<file path="src/rtl/stopwatch_pkg.sv">
// Shared types and constants for the stopwatch control path.
package stopwatch_pkg;

   typedef enum logic [2:0] {
      ST_IDLE    = 3'd0,
      ST_RUNNING = 3'd1,
      ST_PAUSED  = 3'd2,
      ST_LAP     = 3'd3,
      ST_ALARM   = 3'd4
   } state_t;

   localparam int DEBOUNCE_SAMPLES_DEF = 20;
   localparam int NUM_STATES           = 5;

endpackage

</file>
<file path="src/rtl/btn_debouncer.sv">
// Button conditioner: 2-flop synchronizer, strobe-driven debounce counter and a
// one-cycle press pulse on each accepted rising level.
module btn_debouncer
   import stopwatch_pkg::*;
#(
   parameter int DEBOUNCE_SAMPLES = DEBOUNCE_SAMPLES_DEF
) (
   input  logic clk,
   input  logic reset_n,
   input  logic btn,
   input  logic sample_en,
   output logic press
);

   localparam int                CNT_W    = $clog2(DEBOUNCE_SAMPLES + 1);
   localparam logic [CNT_W-1:0]  CNT_LAST = CNT_W'(DEBOUNCE_SAMPLES - 1);

   logic             sync_p0;
   logic             sync_p1;
   logic             level;
   logic [CNT_W-1:0] cnt;

   always_ff @(posedge clk or negedge reset_n) begin
      if (!reset_n) begin
         sync_p0 <= 1'b0;
         sync_p1 <= 1'b0;
         level   <= 1'b0;
         cnt     <= '0;
         press   <= 1'b0;
      end else begin
         // synchronizer stage boundary
         sync_p0 <= btn;
         sync_p1 <= sync_p0;
         press   <= 1'b0;
         if (sample_en) begin
            // the Nth consecutive differing sample flips the level; only 0->1 pulses
            if (sync_p1 == level) begin
               cnt <= '0;
            end else if (cnt == CNT_LAST) begin
               cnt   <= '0;
               level <= sync_p1;
               press <= sync_p1;
            end else begin
               cnt <= cnt + 1'b1;
            end
         end
      end
   end

endmodule

</file>
<file path="src/rtl/stopwatch_ctrl_fsm.sv">
// Stopwatch control FSM: debounced buttons sequence IDLE/RUNNING/PAUSED/LAP/ALARM.
// Macro STOPWATCH_LAP_EN enables the lap button, LAP state and display_hold.
module stopwatch_ctrl_fsm
   import stopwatch_pkg::*;
#(
   parameter int DEBOUNCE_SAMPLES = DEBOUNCE_SAMPLES_DEF
) (
   input  logic       clk,
   input  logic       reset_n,
   input  logic       btn_start_pause,
   input  logic       btn_reset,
   input  logic       btn_lap,
   input  logic       sample_en,
   input  logic       blink_en,
   input  logic       max_time_reached,
   output logic       timer_run_en,
   output logic       timer_reset_cmd,
   output logic       display_hold,
   output logic       alarm_led,
   output logic [2:0] state_out
);

   logic   start_press;
   logic   reset_press;
   logic   lap_press;
   state_t state;
   state_t state_nxt;

   btn_debouncer #(.DEBOUNCE_SAMPLES(DEBOUNCE_SAMPLES)) u_start (
      .clk       (clk),
      .reset_n   (reset_n),
      .btn       (btn_start_pause),
      .sample_en (sample_en),
      .press     (start_press)
   );

   btn_debouncer #(.DEBOUNCE_SAMPLES(DEBOUNCE_SAMPLES)) u_reset (
      .clk       (clk),
      .reset_n   (reset_n),
      .btn       (btn_reset),
      .sample_en (sample_en),
      .press     (reset_press)
   );

`ifdef STOPWATCH_LAP_EN
   btn_debouncer #(.DEBOUNCE_SAMPLES(DEBOUNCE_SAMPLES)) u_lap (
      .clk       (clk),
      .reset_n   (reset_n),
      .btn       (btn_lap),
      .sample_en (sample_en),
      .press     (lap_press)
   );
`else
   logic lap_unused;
   assign lap_unused = btn_lap;
   assign lap_press  = 1'b0;
`endif

   // Priority reset > max > start > lap; max only matters while the counter runs.
   function automatic state_t next_state(input state_t cur, input logic rst_p,
                                         input logic max_hit, input logic start_p,
                                         input logic lap_p);
      state_t nxt;
      nxt = cur;
      case (cur)
         ST_IDLE:    nxt = (!rst_p && start_p) ? ST_RUNNING : ST_IDLE;
         ST_RUNNING: begin
            if      (rst_p)   nxt = ST_IDLE;
            else if (max_hit) nxt = ST_ALARM;
            else if (start_p) nxt = ST_PAUSED;
            else if (lap_p)   nxt = ST_LAP;
         end
         ST_LAP: begin
            if      (rst_p)   nxt = ST_IDLE;
            else if (max_hit) nxt = ST_ALARM;
            else if (start_p) nxt = ST_PAUSED;
            else if (lap_p)   nxt = ST_RUNNING;
         end
         ST_PAUSED: begin
            if      (rst_p)   nxt = ST_IDLE;
            else if (start_p) nxt = ST_RUNNING;
         end
         ST_ALARM:   nxt = rst_p ? ST_IDLE : ST_ALARM;
         default:    nxt = ST_IDLE;
      endcase
      return nxt;
   endfunction

   assign state_nxt = next_state(state, reset_press, max_time_reached, start_press, lap_press);
   assign state_out = state;

   // Outputs are registered from the next state so they track the state register exactly.
   always_ff @(posedge clk or negedge reset_n) begin
      if (!reset_n) begin
         state           <= ST_IDLE;
         timer_run_en    <= 1'b0;
         timer_reset_cmd <= 1'b0;
         display_hold    <= 1'b0;
         alarm_led       <= 1'b0;
      end else begin
         state           <= state_nxt;
         timer_run_en    <= (state_nxt == ST_RUNNING) || (state_nxt == ST_LAP);
         timer_reset_cmd <= reset_press;
`ifdef STOPWATCH_LAP_EN
         display_hold    <= (state_nxt == ST_LAP);
`else
         display_hold    <= 1'b0;
`endif
         if (state_nxt != ST_ALARM) begin
            alarm_led <= 1'b0;
         end else if (state != ST_ALARM) begin
            alarm_led <= 1'b1;
         end else if (blink_en) begin
            alarm_led <= ~alarm_led;
         end
      end
   end

endmodule
</file>
<file path="config.mk">
export PLATFORM = sky130hd
export DESIGN_NAME = stopwatch_ctrl_fsm
export DESIGN_NICKNAME = d
export VERILOG_FILES = /design/src/rtl/stopwatch_pkg.sv /design/src/rtl/btn_debouncer.sv /design/src/rtl/stopwatch_ctrl_fsm.sv
export SDC_FILE = /design/constraint.sdc
export NUM_CORES = 1
export LEC_CHECK = 0
export CORE_MARGIN = 10
export CORE_UTILIZATION = 56
export DETAILED_ROUTE_END_ITERATION = 16
export PLACE_DENSITY = 0.9
export SYNTH_ARGS = -nofsm -noshare
export SYNTH_HDL_FRONTEND = slang
export SYNTH_HIERARCHICAL = 1
export SYNTH_SLANG_ARGS = --single-unit
export TNS_END_PERCENT = 1
</file>
<file path="constraint.sdc">
create_clock -name clk -period 3.3 [get_ports clk]
set_input_delay 0.33 -clock clk [delete_from_list [all_inputs] [get_ports clk]]
set_output_delay 0.33 -clock clk [all_outputs]
set_load 0.005 [all_outputs]
</file>
==> results.txt <==
For the cell count after placement, the log shows 134. The clock passes through at most 2 buffers. For the final database, setup skew stands at 0.00180 ns.

Summed over all failing endpoints, the final setup total negative slack is 0 ns. Area added between synthesis and finish: 14.5%. Via count of the first global-routing pass: 799. The number of buffers and inverters on the critical path works out to 1. Root buffer cell: sky130_fd_sc_hd__clkbuf_4. The total overflow left after global routing is 0.

The number of cells produced by synthesis came out at 98. Setup slack on the worst reg-to-reg path comes out at 1.82 ns. 15 I/O pins were placed. Static timing analysis puts the maximum clock frequency at 0.613 GHz.

Across the run, the number of max-cap violations was 0. The clock transition at the register clock pins on the worst setup and hold paths after CTS is 0.12 ns, and the count of final hold-check violations is 0. The peak supply drop is 0.000484 V, and the number of buffer cells added on primary ports is 12.

The logs give 0.736 for the global placement routability congestion and 2050 µm for the overall routed net length. The run gives 1160 µm² as the mapped cell area. The remaining routing DRC violations came out at 0. The tools report the TritonCTS buffer count as 3.

The number of different library cells used by synthesis comes to 30. The critical path data arrival time is 1.30 ns. The logs give 0.518 for the portion of the post-synthesis area used by sequential elements and 0 for the number of instances resized during post-cts repair. The maximum cell stage delay along the critical path was 0.54 ns. The worst hold path begins at u_reset/sync_p0. Dividing the detail-routed wire length by the instance count gives 14.8 µm.

At the end of the flow, the number of nets in the layout was 122. In this run the worst path has a maximum fanout of 7. The cell area power density is 609 nW/µm², and the part of the cycle the worst path needs is 0.495. TritonCTS built the clock tree. The proportion of synthesized flip-flops having asynchronous set or reset was 1.00. The logs give 138 for the number of standard cells in the layout, taps in and fillers out and 0 for the count of antenna-violating nets left after detailed routing. Setup repair after global routing left no endpoint under its margin. The run gives 4 as the number of detailed-route iterations in the first pass. The count of routing violations after the opening detailed-route iteration was 40. The setup-violating endpoint count in the final report is 0, and the maximum number of pins on one net before global-route repair is 25. STA classifies the critical path endpoint as an output pin. The minimum hold slack came out at 0.368 ns. The startpoint type of the worst setup path is a flop. The run gives 0 as the initial antenna violation count. The tools report the worst flop-to-flop path endpoint as u_reset/level. In the layout the commonest cells are sky130_fd_sc_hd__dfrtp_1 (24), sky130_fd_sc_hd__clkdlybuf4s50_1 (12), sky130_fd_sc_hd__nand2b_1 (9). The tools report the number of buffers inserted for hold repair after clock tree synthesis as 0.

For the worst-skew pair, the clock arrives at the later sink with an insertion delay of 0.31 ns. The die covers 4290 µm². Among all stages on the critical path, the largest delay is contributed by sky130_fd_sc_hd__clkdlybuf4s50_1. The leakage power total came out at 0.561 nW.

For hold timing, the worst endpoint is u_reset/sync_p1. The first global-routing pass estimated 3570 µm of wire. Dominant synthesized flop cell: sky130_fd_sc_hd__dfrtp_1. The signal on the critical path passes through clkdlybuf4s50_1.

In this run, synthesis produced a sequential element count of 24. Share of cells above drive strength 1: 0.108. In this run the post-CTS setup repair buffer count came out at 0. The HPWL after detailed placement is 1540 µm. The clock period minus worst slack came out at 1.63 ns.

0 antenna diodes ended up in the layout. The library cell used most frequently in the layout, excluding fill and tap cells, is sky130_fd_sc_hd__dfrtp_1. The transition at the pin with the smallest max-transition slack was 1.03 ns. The total number of vias was 799.

Grouping stages by cell kind, the critical path spends the most delay in buffers and inverters. The number of cell rows is 16. The tools report the starting density of the core as 0.591. The logs give 0.677 for the utilization of the core after routing and 0 for the final count of pins violating max slew. For this design, the sink count on the clock tree is 24. The x dimension of the die came out at 65.5 µm. The setup path with the least slack is of type flop to output pin. The die is 65.5 µm tall. The run finished with clean final reports. Counting instances, the worst hold path has a depth of 0. In this run the critical register-to-register path is launched from u_reset/cnt[0]. The per-cell via count in the routed design is 5.79, and the data required time at the worst endpoint is 2.97 ns.

After layout, the design draws a total of 0.808 mW. Floorplan core area: 1960 µm². The logs give 0.313 for the relative slew slack and 1 for the total number of H-tree levels. For the number of warnings issued by yosys, the log shows 6. The number of enable flip-flop cells after synthesis was 0; the mean instance size in the synthesized netlist was 11.8 µm². The all-layer global routing usage was 0.102. The tools report the post-synthesis net count as 108.

In this run the worst hold path is classified as flop to flop. The number of cells traversed by the worst register-to-register path is 4.
-- metal layers --
layer	track usage	up-vias	part of all wire
met3	0.0373	2	0.059
met5	0	-	0
met4	0.0455	0	0.0044
li1	-	382	-
met1	0.123	399	0.45
met2	0.159	16	0.48
-- worst max-delay path by stage --
stage | from | endpoint | slack [ns] | cells past startpoint
6_report | state_out[2] | state_out[2] | 1.67 | 1
5_1_grt | state_out[0] | state_out[0] | 1.58 | 1
4_1_cts | state_out[2] | state_out[2] | 1.65 | 1
3_5_place_dp | sample_en | u_start/cnt[4] | 1.44 | 4
3_3_place_gp | sample_en | u_reset/cnt[4] | 1.51 | 4
2_1_floorplan | u_reset/cnt[0] | u_reset/level | 1.96 | 4
-- per-stage QoR --
stage	cell area, µm²	setup slack, ns
floorplan	1160	1.96
global placement	1290	1.51
detailed placement	1290	1.44
CTS	1330	1.65
global route	1330	1.58
finish	1330	1.67
-- cells by family (layout without fill, tap and decap cells) --
kind of cell / Yosys count / in the layout / share of synthesized area
and+or+nand+nor: 30 / 30 / 0.179
adders and majority gates: 2 / 2 / 0.0216
xor gates and xnor gates: 5 / 5 / 0.0507
DFF: 24 / 24 / 0.518
buffers and inverters: 9 / 22 / 0.0388
other: 1 / 1 / 0.00323
AOI/OAI and AO/OA: 25 / 25 / 0.163
muxes: 2 / 2 / 0.0259
-- where the power goes --
| group | switching (mW) | internal [mW] |
|---|---|---|
| clock | 0.0834 | 0.0673 |
| sequential | 0.0823 | 0.355 |
| combinational | 0.0913 | 0.128 |
| total | 0.257 | 0.551 |
-- cells in the mapped netlist (3+ instances only) --
cell type	n	area, µm²
sky130_fd_sc_hd__inv_1	6	22.5
sky130_fd_sc_hd__o21ai_0	6	30.0
sky130_fd_sc_hd__nand3_1	4	20.0
sky130_fd_sc_hd__xnor2_1	3	26.3
sky130_fd_sc_hd__a211oi_1	5	37.5
sky130_fd_sc_hd__buf_4	3	22.5
sky130_fd_sc_hd__nand2b_1	9	56.3
sky130_fd_sc_hd__dfrtp_1	24	601
sky130_fd_sc_hd__nor3b_1	3	22.5
-- area by class of cell --
type | instances | area [µm²]
Clock buffer | 4 | 36.3
Fill cell | 170 | 634
Inverter | 6 | 22.5
Multi-Input combinational cell | 65 | 514
Sequential cell | 24 | 601
Tap cell | 27 | 33.8
Timing Repair Buffer | 12 | 120
No activity file was read; power rests on OpenSTA's default activity.
